**config.mk**
```make
export PLATFORM = sky130hd
export DESIGN_NAME = sigma_delta_cic_decimator
export DESIGN_NICKNAME = d
export VERILOG_FILES = /design/src/rtl/sigma_delta_cic_decimator.sv
export SDC_FILE = /design/constraint.sdc
export NUM_CORES = 1
export LEC_CHECK = 0
export BUFFER_PORTS_ARGS = -buffer_cell sky130_fd_sc_hd__buf_2
export CORE_ASPECT_RATIO = 1.25
export CORE_UTILIZATION = 25
export CTS_CLUSTER_DIAMETER = 60
export CTS_CLUSTER_SIZE = 10
export DETAILED_ROUTE_END_ITERATION = 12
export GPL_TIMING_DRIVEN = 0
export SYNTH_ARGS = -nofsm -noshare
export SYNTH_HDL_FRONTEND = slang
export SYNTH_SLANG_ARGS = --single-unit
```
**constraint.sdc**
```tcl
create_clock -name clk -period 6.8 [get_ports clk]
set_input_delay 0.68 -clock clk [delete_from_list [all_inputs] [get_ports clk]]
set_output_delay 0.68 -clock clk [all_outputs]
set_load 0.02 [all_outputs]
```
**src/rtl/sigma_delta_cic_decimator.sv**
```systemverilog
// 3rd-order CIC (sinc^3) decimator for a 1-bit sigma-delta stream; integrators at bit rate, one
// sequenced comb pass per decimated sample. Optional SD_DECIM_SETTLE_EN hides the first 3 strobes.
module sigma_delta_cic_decimator #(
    parameter int LOG2_DECIM = 6
) (
    input  logic               clk,
    input  logic               reset,
    input  logic               din,
    input  logic               din_en,
    output logic signed [17:0] sample_out,
    output logic               sample_out_rdy
);

    // Register growth is 3*LOG2_DECIM bits plus sign; derived, so kept local.
    localparam int ACC_W = 2 + 3 * LOG2_DECIM;
    localparam int DECIM = 1 << LOG2_DECIM;
    localparam int SHIFT = 3 * LOG2_DECIM - 17;
    localparam logic signed [ACC_W-1:0] SAT_MAX = ACC_W'(131071);
    localparam logic signed [ACC_W-1:0] SAT_MIN = ACC_W'(-131072);

    typedef enum logic [2:0] {
        S_IDLE  = 3'd0,
        S_COMB1 = 3'd1,
        S_COMB2 = 3'd2,
        S_COMB3 = 3'd3,
        S_OUT   = 3'd4
    } state_t;

    function automatic logic signed [17:0] sat18(input logic signed [ACC_W-1:0] v);
        if (v > SAT_MAX) begin
            return SAT_MAX[17:0];
        end else if (v < SAT_MIN) begin
            return SAT_MIN[17:0];
        end else begin
            return v[17:0];
        end
    endfunction

    logic signed [ACC_W-1:0] x;
    logic signed [ACC_W-1:0] integ1_q, integ1_d;
    logic signed [ACC_W-1:0] integ2_q, integ2_d;
    logic signed [ACC_W-1:0] integ3_q, integ3_d;
    logic signed [ACC_W-1:0] snap_q, snap_d;
    logic [LOG2_DECIM-1:0]   cnt_q, cnt_d;
    logic                    tick;

    logic signed [ACC_W-1:0] d1_q, d1_d;
    logic signed [ACC_W-1:0] d2_q, d2_d;
    logic signed [ACC_W-1:0] d3_q, d3_d;
    logic signed [ACC_W-1:0] comb_q, comb_d;
    logic signed [ACC_W-1:0] shifted;
    logic signed [17:0]      sample_q, sample_d;
    logic                    rdy_q, rdy_d;
    logic                    settle_ok;
    state_t                  state_q, state_d;

    // Bit-rate stage: integrator cascade, decimation counter, snapshot on tick
    always_comb begin
        x        = din ? ACC_W'(1) : {ACC_W{1'b1}};
        integ1_d = integ1_q;
        integ2_d = integ2_q;
        integ3_d = integ3_q;
        cnt_d    = cnt_q;
        if (din_en) begin
            integ1_d = integ1_q + x;
            integ2_d = integ2_q + integ1_d;
            integ3_d = integ3_q + integ2_d;
            cnt_d    = cnt_q + LOG2_DECIM'(1);
        end
        tick   = din_en && (cnt_q == LOG2_DECIM'(DECIM - 1));
        snap_d = tick ? integ3_d : snap_q;
    end

    always_ff @(posedge clk or posedge reset) begin
        if (reset) begin
            integ1_q <= '0;
            integ2_q <= '0;
            integ3_q <= '0;
            snap_q   <= '0;
            cnt_q    <= '0;
        end else begin
            integ1_q <= integ1_d;
            integ2_q <= integ2_d;
            integ3_q <= integ3_d;
            snap_q   <= snap_d;
            cnt_q    <= cnt_d;
        end
    end

`ifdef SD_DECIM_SETTLE_EN
    logic [1:0] settle_q, settle_d;

    always_comb begin
        settle_d = settle_q;
        if (state_q == S_OUT && settle_q != 2'd3) begin
            settle_d = settle_q + 2'd1;
        end
        settle_ok = (settle_q == 2'd3);
    end

    always_ff @(posedge clk or posedge reset) begin
        if (reset) begin
            settle_q <= '0;
        end else begin
            settle_q <= settle_d;
        end
    end
`else
    always_comb begin
        settle_ok = 1'b1;
    end
`endif

    // Comb sequencer: state register
    always_ff @(posedge clk or posedge reset) begin
        if (reset) begin
            state_q <= S_IDLE;
        end else begin
            state_q <= state_d;
        end
    end

    always_comb begin
        state_d = state_q;
        unique case (state_q)
            S_IDLE:  if (tick) state_d = S_COMB1;
            S_COMB1: state_d = S_COMB2;
            S_COMB2: state_d = S_COMB3;
            S_COMB3: state_d = S_OUT;
            S_OUT:   state_d = S_IDLE;
            default: state_d = S_IDLE;
        endcase
    end

    // One comb section per state; comb_q carries the running difference forward
    always_comb begin
        comb_d   = comb_q;
        d1_d     = d1_q;
        d2_d     = d2_q;
        d3_d     = d3_q;
        sample_d = sample_q;
        rdy_d    = 1'b0;
        shifted  = comb_q >>> SHIFT;
        unique case (state_q)
            S_COMB1: begin
                comb_d = snap_q - d1_q;
                d1_d   = snap_q;
            end
            S_COMB2: begin
                comb_d = comb_q - d2_q;
                d2_d   = comb_q;
            end
            S_COMB3: begin
                comb_d = comb_q - d3_q;
                d3_d   = comb_q;
            end
            S_OUT: begin
                sample_d = sat18(shifted);
                rdy_d    = settle_ok;
            end
            default: ;
        endcase
    end

    always_ff @(posedge clk or posedge reset) begin
        if (reset) begin
            comb_q   <= '0;
            d1_q     <= '0;
            d2_q     <= '0;
            d3_q     <= '0;
            sample_q <= '0;
            rdy_q    <= 1'b0;
        end else begin
            comb_q   <= comb_d;
            d1_q     <= d1_d;
            d2_q     <= d2_d;
            d3_q     <= d3_d;
            sample_q <= sample_d;
            rdy_q    <= rdy_d;
        end
    end

    assign sample_out     = sample_q;
    assign sample_out_rdy = rdy_q;

endmodule

```
==> results of run 1 <==
-- cells in the final DEF (no fill, tap or decap), types with 3 or more instances in the layout --
| cell type | Yosys | layout |
|---|---|---|
| a211o_1 | 3 | 3 |
| a211oi_1 | 12 | 12 |
| a21boi_0 | 4 | 4 |
| a21o_1 | 24 | 24 |
| a21oi_1 | 71 | 71 |
| a311oi_1 | 5 | 5 |
| a31oi_1 | 9 | 9 |
| and2_1 | 6 | 6 |
| buf_1 | 6 | 6 |
| buf_2 | 0 | 21 |
| clkbuf_1 | 30 | 30 |
| clkbuf_16 | 0 | 17 |
| clkinv_4 | 0 | 3 |
| clkinv_8 | 0 | 3 |
| clkinvlp_4 | 0 | 3 |
| dfrtp_1 | 188 | 188 |
| fa_1 | 5 | 5 |
| ha_1 | 97 | 97 |
| inv_1 | 53 | 51 |
| inv_8 | 0 | 6 |
| mux2_2 | 111 | 111 |
| mux2i_1 | 23 | 23 |
| nand2_1 | 136 | 136 |
| nand2b_1 | 9 | 9 |
| nand3_1 | 15 | 15 |
| nand4_1 | 4 | 4 |
| nor2_1 | 74 | 74 |
| nor2b_1 | 11 | 11 |
| nor3_1 | 21 | 20 |
| o21a_1 | 18 | 18 |
| o21ai_0 | 92 | 92 |
| o21ai_1 | 11 | 11 |
| o21bai_1 | 4 | 4 |
| o22ai_1 | 5 | 5 |
| o31ai_1 | 8 | 8 |
| or2_2 | 6 | 6 |
| or3_1 | 8 | 8 |
| xnor2_1 | 49 | 49 |
| xor2_1 | 28 | 28 |
-- how the worst min path moves through the flow --
stage	startpoint	end	slack, ns	depth (start not counted)
3_5_place_dp	sample_out[3]	sample_out[3]	0.47	2
5_1_grt	reset	cnt_q[3]	0.44	2
6_report	reset	cnt_q[4]	0.38	2
3_3_place_gp	sample_out[5]	sample_out[5]	0.46	2
4_1_cts	reset	integ3_q[19]	0.41	2
2_1_floorplan	cnt_q[5]	cnt_q[5]	0.44	1
-- stage by stage --
step	setup WS (ns)	instance area, um^2	std cells
6_report	0.4305	13250	1828
5_1_grt	0.1423	13250	1828
4_1_cts	0.2866	13230	1828
3_5_place_dp	-0.1706	12620	1796
3_3_place_gp	-1.337	12590	1795
2_1_floorplan	1.006	11750	1189
-- final cells by class --
type / count / area [um^2] / share of cell area [%]
tap: 585 / 732.0 / 5.525
timing repair buffer: 22 / 132.6 / 1.001
multi-input combinational: 910 / 6708 / 50.63
inverter: 53 / 210.2 / 1.587
buffer: 38 / 153.9 / 1.162
clock buffer: 17 / 425.4 / 3.211
clock inverter: 15 / 181.4 / 1.369
sequential: 188 / 4705 / 35.51
-- timing repair --
| action | in CTS | in global routing |
|---|---|---|
| setup endpoints to repair | 0 | 1 |
| hold buffers | 0 | 0 |
| resized for setup | 0 | 3 |
-- flip-flops by register name (all words and copies together) (netlist names) --
name            count
comb_q             20
d1_q               20
d2_q               20
d3_q               20
integ1_q           20
integ2_q           20
integ3_q           20
snap_q             20
sample_out         18
cnt_q               6
state_q             3
sample_out_rdy      1
-- cell families (layout without fill, tap and decap cells) --
group	Yosys count	after routing	synth area share [%]
AO/OA/AOI/OAI	293	293	15.61
XOR/XNOR	80	80	6.271
adder cells (fa/ha/maj)	102	102	11.18
buffers and inverters	91	145	3.002
flip-flops	188	188	40.03
multiplexers	135	135	12.72
AND/OR/NAND/NOR	300	300	11.19
-- layer usage --
metal  part of all wire (%)  GRT usage, %  wire length [um]
met3                    1.9         2.055               469
met2                     52         19.96             12710
met4                    2.3         3.860               558
met5                      0             0                 0
met1                     43         11.58             10520
-- worst reg2reg max path, stage by stage, from the launching register on --
cell,delay (ns)
dfrtp_1,0.45
fa_1,0.44
a21o_1,0.19
a21oi_1,0.30
o21a_1,0.22
or4_1,0.16
nand2_1,0.07
or2_2,0.28
a21oi_1,0.18
xnor2_1,0.11
ha_1,0.23
nor3_2,0.32
nand2_1,0.08
a311oi_1,0.58
o31ai_1,0.16
a211oi_1,0.26
nor3_1,0.10
ha_1,0.36
nand3_1,0.09
o31ai_1,0.43
nor2_1,0.11
xnor2_1,0.14
mux2_2,0.28
mux2_2,0.26
==> results.ini, run 1 <==
[route]
detail_route.wl_per_cell_um = 13.27
vias = 8615
drtIter0Drc = 376
postRouteAntennaNets = 0
drc = 0
dr.pass1.iters = 4
wl_mm = 24.25
vias_per_cell = 4.713

[setup_path]
r2r_end = snap_q[17]
slowest_delay_ns = 0.60
reg2regPathDepth = 23
required_ns = 7.14
crit_buf_inv = 2
reg2reg_slack_ns = 0.90
cp.depth = 25
r2r-start = integ1_q[0]
cp.arrival_ns = 6.71
worstSetupStartpointType = input port
cp_top_family = compound AO/OA/AOI/OAI gates
critPathMaxFanout = 23
cp-endpoint = snap_q[17]
critPathKind = input port to register
endpoint_kind = register
crit_start = din
slowest_stage = fa_1

[cts]
cts.htree.levels = 4
clk_path_buf_depth = 2
cts_tree = built
clockRootBuffer = clkbuf_16
cts_buffers = 17
postCtsSetupBuffers = 0
clk_pin_slew_worst_paths_ns = 0.07
cts_sinks = 188
clk_latency_ns = 0.45

[sta]
rsz0062_at_grt = false
setup_violations = 0
fin_crit_ns = 6.369
hold_viol_final = 0
fin_crit_sh_pct = 93.67
skew_ns = 0.009744
fmaxAchievable_mhz = 157.0
slew_violations = 0
slew_headroom_pct = 43.10
worst_pin_slew_ns = 0.8535
final.setup.tns_ns = 0
whs_ns = 0.3784

[global_routing]
grt_first_pass_wirelength_mm = 41.58
grt_pass1_vias = 8789
grt_max_degree = 107
track_usage_pct = 10.58
grt_overflow = 0
antenna_found_initial = 0

[placement]
port_buffers = 21
dp_hpwl_mm = 18.30
gp_congestion = 0.8159

[finish]
drive_above_1_share_pct = 15.21
fill_cells = 4795
final_core_util_pct = 28.65
syn_to_final_growth_pct = 12.72
antennaDiodeCount = 0
nNetsFinal = 1336

[floorplan]
rows = 88
fp.dieW_um = 195.9
die_area_um2 = 47890
initial_core_util_pct = 25.41
pin_count = 23
die_y_um = 244.4
core-area_um2 = 46240

[run_status]
status = finished clean

[yosys]
ys_seq_area_share_pct = 40.03
ys_warn_count = 0
synth_cell_types = 68
synth_flop_cell = dfrtp_1
yosysMostFrequentCell = dfrtp_1
synth_edf_count = 0
syn_nets = 1295
synth.top_cells.by_count = 188 x dfrtp_1, 136 x nand2_1, 111 x mux2_2
synth_top_area_share_pct = 40.03
yosysTopAreaCell = dfrtp_1
synth_async_sr_flop_share_pct = 100.0
netlist_area_um2 = 11750
syn_area_per_cell_um2 = 9.884
synthCells = 1189
ys_seq_elements = 188
yosys-top-cells-area = dfrtp_1 40%, mux2_2 11%, ha_1 10%

[worst_hold_path]
hold_class = input port to asynchronous set/reset pin

[run]
drv_cap = 0

Power of run 1 is not shown: default switching activity piles up to over one toggle a cycle in this logic, so the estimate is an artifact.
==> run 2: changes to the inputs <==
--- a/config.mk
+++ b/config.mk
@@ -8,6 +8,7 @@
 export BUFFER_PORTS_ARGS = -buffer_cell sky130_fd_sc_hd__buf_2
 export CORE_ASPECT_RATIO = 1.25
 export CORE_UTILIZATION = 25
+export CTS_BUF_LIST = sky130_fd_sc_hd__clkbuf_4 sky130_fd_sc_hd__clkbuf_8
 export CTS_CLUSTER_DIAMETER = 60
 export CTS_CLUSTER_SIZE = 10
 export DETAILED_ROUTE_END_ITERATION = 12
==> results.ini, run 2 (synthesized netlist as in run 1, its figures left out) <==
[sta]
fin_crit_sh_pct = 95.19  ; was 93.67%
rsz0062_at_grt = false  ; unchanged
slew_violations = 0  ; unchanged
fin_ws_ns = 0.3274  ; was 0.4305 ns
fmaxAchievable_mhz = 154.5  ; was 157.0 MHz
whs_ns = 0.3179  ; was 0.3784 ns
skew_ns = 0.01762  ; was 0.009744 ns
hold_viol_final = 0  ; unchanged
fin_crit_ns = 6.473  ; was 6.369 ns
final.setup.tns_ns = 0  ; unchanged
worst_pin_slew_ns = 0.8716  ; was 0.8535 ns
slew_headroom_pct = 41.89  ; was 43.10%
setup_violations = 0  ; unchanged

[worst_hold_path]
hold_class = input port to asynchronous set/reset pin  ; unchanged

[finish]
syn_to_final_growth_pct = 11.05  ; was 12.72%
antennaDiodeCount = 0  ; unchanged
nNetsFinal = 1336  ; unchanged
drive_above_1_share_pct = 15.12  ; was 15.21%
seqCellArea_um2 = 4705  ; unchanged
fin_cells = 1828  ; unchanged
layout_commonest_cell = dfrtp_1  ; unchanged
fill_cells = 4816  ; was 4,795
multi_input_area_um2 = 6703  ; was 6708 um^2
mostFrequentLayoutCells = 188 x dfrtp_1, 136 x nand2_1, 111 x mux2_2  ; unchanged

[route]
wl_mm = 24.13  ; was 24.25 mm
met2_length_mm = 12.62  ; was 12.71 mm
detail_route.wl_per_cell_um = 13.20  ; was 13.27 um
postRouteAntennaNets = 0  ; unchanged
drc = 0  ; unchanged
drtIter0Drc = 420  ; was 376
vias = 8587  ; was 8,615
vias_per_cell = 4.697  ; was 4.713
dr.pass1.iters = 4  ; unchanged
wl_met3_um = 510  ; was 469 um
dr.max_layer_used = met4  ; unchanged
drt-met1-wl_mm = 10.45  ; was 10.52 mm

[cts]
cts_tree = built  ; unchanged
postCtsSetupBuffers = 0  ; unchanged
cts_buffers = 17  ; unchanged
cts_sinks = 188  ; unchanged
clk_pin_slew_worst_paths_ns = 0.10  ; was 0.07 ns
cts.htree.levels = 4  ; unchanged
clk_path_buf_depth = 2  ; unchanged
clk_latency_ns = 0.49  ; was 0.45 ns
clockRootBuffer = clkbuf_8  ; was clkbuf_16

[setup_path]
critPathMaxFanout = 23  ; unchanged
required_ns = 7.19  ; was 7.14 ns
critPathKind = input port to register  ; unchanged
slowest_delay_ns = 0.60  ; about the same
reg2reg_slack_ns = 0.74  ; was 0.90 ns
slowest_stage = fa_1  ; unchanged
worstSetupStartpointType = input port  ; unchanged
endpoint_kind = register  ; unchanged
cp.arrival_ns = 6.86  ; was 6.71 ns

[floorplan]
initial_core_util_pct = 25.41  ; unchanged
pin_count = 23  ; unchanged
die_area_um2 = 47890  ; unchanged
fp.dieW_um = 195.9  ; unchanged
die_y_um = 244.4  ; unchanged
rows = 88  ; unchanged
core-area_um2 = 46240  ; unchanged

[global_routing]
track_usage_pct = 10.50  ; was 10.58%
grt_max_degree = 107  ; unchanged
grt_overflow = 0  ; unchanged
antenna_found_initial = 0  ; unchanged
grt_first_pass_wirelength_mm = 41.50  ; was 41.58 mm
grt_pass1_vias = 8791  ; was 8,789

[placement]
port_buffers = 21  ; unchanged
numPlacedInstances = 1796  ; unchanged
gp_congestion = 0.8159  ; unchanged
dp_hpwl_mm = 18.30  ; unchanged
pre_cts_ws_ns = -0.1706  ; unchanged

[run]
drv_cap = 0  ; unchanged

[run_status]
status = finished clean  ; unchanged

==> run 2: area by class of cell <==
type	instances	share of cell area, %
inverter	53	1.611
timing repair buffer	22	1.016
clock buffer	17	1.793
tap	585	5.608
clock inverter	15	1.390
buffer	38	1.179
sequential	188	36.05
multi-input combinational	910	51.36
==> run 2: critical path: cells and delay by family <==
kind | cells | cell delay, ns
XOR/XNOR | 2 | 0.25
adder cells (fa/ha/maj) | 3 | 1.18
multiplexers | 2 | 0.54
AO/OA/AOI/OAI | 8 | 2.31
buffers and inverters | 2 | 0.52
AND/OR/NAND/NOR | 8 | 1.38
==> run 2: timing repair <==
item | 4_1_cts | 5_1_grt
hold endpoints to repair | 0 | 0
gates resized for setup | 0 | 2
hold buffers | 0 | 0
setup endpoints to repair | 0 | 1
==> run 2: final timing paths <==
check	startpoint	endpoint	cells after the start
setup / recovery	din	snap_q[17]	25
hold / removal	reset	cnt_q[4]	2
setup reg to reg	integ1_q[0]	snap_q[17]	23
hold reg to reg	sample_out[3]	sample_out[3]	2
max in group asynchronous	reset	d2_q[4]	3
min in group clk	sample_out[3]	sample_out[3]	2
==> run 2: per-stage QoR <==
step | utilization, % | area (um^2)
2_1_floorplan | - | 11750
3_5_place_dp | 27.30 | 12620
3_3_place_gp | 27.22 | 12590
5_1_grt | 28.22 | 13050
6_report | 28.22 | 13050
4_1_cts | 28.20 | 13040
==> run 2: routing by layer <==
layer | track usage [%] | vias up
li1 | - | 4325
met1 | 11.61 | 4126
met2 | 19.79 | 96
met3 | 1.986 | 40
met4 | 3.699 | 0
met5 | 0 | -
Power of run 2 is left out for the same reason.
==> run 3: changes to the inputs <==
==> constraint.sdc (replaced) <==
create_clock -name clk -period 7.4 [get_ports clk]
set_input_delay 0.74 -clock clk [delete_from_list [all_inputs] [get_ports clk]]
set_output_delay 0.74 -clock clk [all_outputs]
set_load 0.02 [all_outputs]
==> results.ini, run 3 (synthesized netlist as in run 1, its figures left out) <==
[floorplan]
rows = 88  ; unchanged
initial_core_util_pct = 25.41  ; unchanged
pin_count = 23  ; unchanged
die_y_um = 244.4  ; unchanged
fp.dieW_um = 195.9  ; unchanged
die_area_um2 = 47890  ; unchanged
core-area_um2 = 46240  ; unchanged

[route]
drtIter0Drc = 375  ; was 420
postRouteAntennaNets = 0  ; unchanged
vias_per_cell = 4.704  ; was 4.697
vias = 8599  ; was 8,587
detail_route.wl_per_cell_um = 13.21  ; was 13.20 um
dr.pass1.iters = 5  ; was 4
drc = 0  ; unchanged
wl_mm = 24.14  ; was 24.13 mm

[setup_path]
required_ns = 7.78  ; was 7.19 ns
cp.arrival_ns = 6.95  ; was 6.86 ns
endpoint_kind = register  ; unchanged
worstSetupStartpointType = input port  ; unchanged
critPathMaxFanout = 23  ; unchanged
crit_start = din  ; unchanged
critPathKind = input port to register  ; unchanged
r2r-start = integ1_q[0]  ; unchanged

[finish]
layout_commonest_cell = dfrtp_1  ; unchanged
fill_cells = 4817  ; was 4,816
nNetsFinal = 1336  ; unchanged
drive_above_1_share_pct = 14.96  ; was 15.12%
antennaDiodeCount = 0  ; unchanged
syn_to_final_growth_pct = 10.95  ; was 11.05%
final_core_util_pct = 28.20  ; was 28.22%
mostFrequentLayoutCells = 188 x dfrtp_1, 136 x nand2_1, 111 x mux2_2  ; unchanged

[global_routing]
grt_max_degree = 107  ; unchanged
grt_first_pass_wirelength_mm = 41.50  ; unchanged
grt_overflow = 0  ; unchanged
antenna_found_initial = 0  ; unchanged
grt_pass1_vias = 8791  ; unchanged
track_usage_pct = 10.50  ; unchanged

[cts]
clk_latency_ns = 0.49  ; about the same
cts_buffers = 17  ; unchanged
clk_pin_slew_worst_paths_ns = 0.11  ; was 0.10 ns
clk_path_buf_depth = 2  ; unchanged
cts_sinks = 188  ; unchanged
cts_hold_buf = 0  ; unchanged
clockRootBuffer = clkbuf_8  ; unchanged
cts_tree = built  ; unchanged
postCtsSetupBuffers = 0  ; unchanged
cts_resized = 0  ; unchanged
cts.htree.levels = 4  ; unchanged

[sta]
worst_pin_slew_ns = 0.8709  ; was 0.8716 ns
skew_ns = 0.01696  ; was 0.01762 ns
hold_viol_final = 0  ; unchanged
fmaxAchievable_mhz = 152.2
slew_headroom_pct = 41.94  ; was 41.89%
rsz0062_at_grt = false  ; unchanged
fin_crit_sh_pct = 88.76
whs_ns = 0.3757  ; was 0.3179 ns
fin_crit_ns = 6.568
slew_violations = 0  ; unchanged
setup_violations = 0  ; unchanged

[placement]
gp_congestion = 0.8159  ; unchanged
port_buffers = 21  ; unchanged
dp_hpwl_mm = 18.30  ; unchanged

[worst_hold_path]
hold_class = input port to asynchronous set/reset pin  ; unchanged

[run]
drv_cap = 0  ; unchanged

[run_status]
status = finished clean  ; unchanged

-- run 3: cell types whose count changed in the layout (fill, tap and decap cells not counted) --
cell and change:
clkinvlp_4 -1, inv_1 +1, o41ai_1 +1, o41ai_2 -1
-- run 3: per-layer routing --
metal  wire length (um)  global-route usage, %
met1              10460                  11.61
met2              12610                  19.79
met3                511                  1.986
met4                566                  3.699
met5                  0                      0
-- run 3: critical path: stages --
cell and delay [ns]:
buf_2 0.11, inv_1 0.60, ha_1 0.40, a21o_1 0.18, a21oi_1 0.30, o21a_1 0.21, or4_1 0.16, nand2_1 0.07
or2_2 0.28, a21oi_1 0.18, xnor2_1 0.11, ha_1 0.22, nor3_1 0.48, nand2_1 0.09, a311oi_1 0.57, nor3_1 0.17
o31ai_1 0.37, nor3b_1 0.31, nor2_1 0.09, ha_1 0.22, o41ai_1 0.55, nand2_1 0.11, mux2_4 0.29, xnor2_2 0.13
-- run 3: final cells by class --
type,instances,area [um^2],area share (%)
clock buffer,17,234.0,1.794
multi-input combinational,910,6695,51.34
timing repair buffer,22,132.6,1.017
buffer,38,153.9,1.180
clock inverter,15,181.4,1.391
inverter,53,206.4,1.583
sequential,188,4705,36.08
tap,585,732.0,5.613
-- run 3: stage by stage --
step	TNS, ns	cell area, um^2	setup WS (ns)	instances
CTS	0	13040	0.8819	1828
floorplan	0	11750	1.546	1189
detailed placement	0	12620	0.3694	1796
global route	0	13040	0.5196	1828
global placement	-147.20	12590	-0.7972	1795
finish	0	13040	0.8316	1828
-- run 3: worst paths after layout --
check	end	slack, ns	cells past startpoint
worst max-delay path	integ3_q[19]	0.83	24
worst min-delay path	cnt_q[4]	0.38	2
worst max register to register	integ3_q[19]	1.28	22
worst min register to register	sample_out[3]	0.48	2
max in group asynchronous	d2_q[4]	6.16	3
min in group clk	sample_out[3]	0.48	2
Power of run 3 is left out for the same reason.
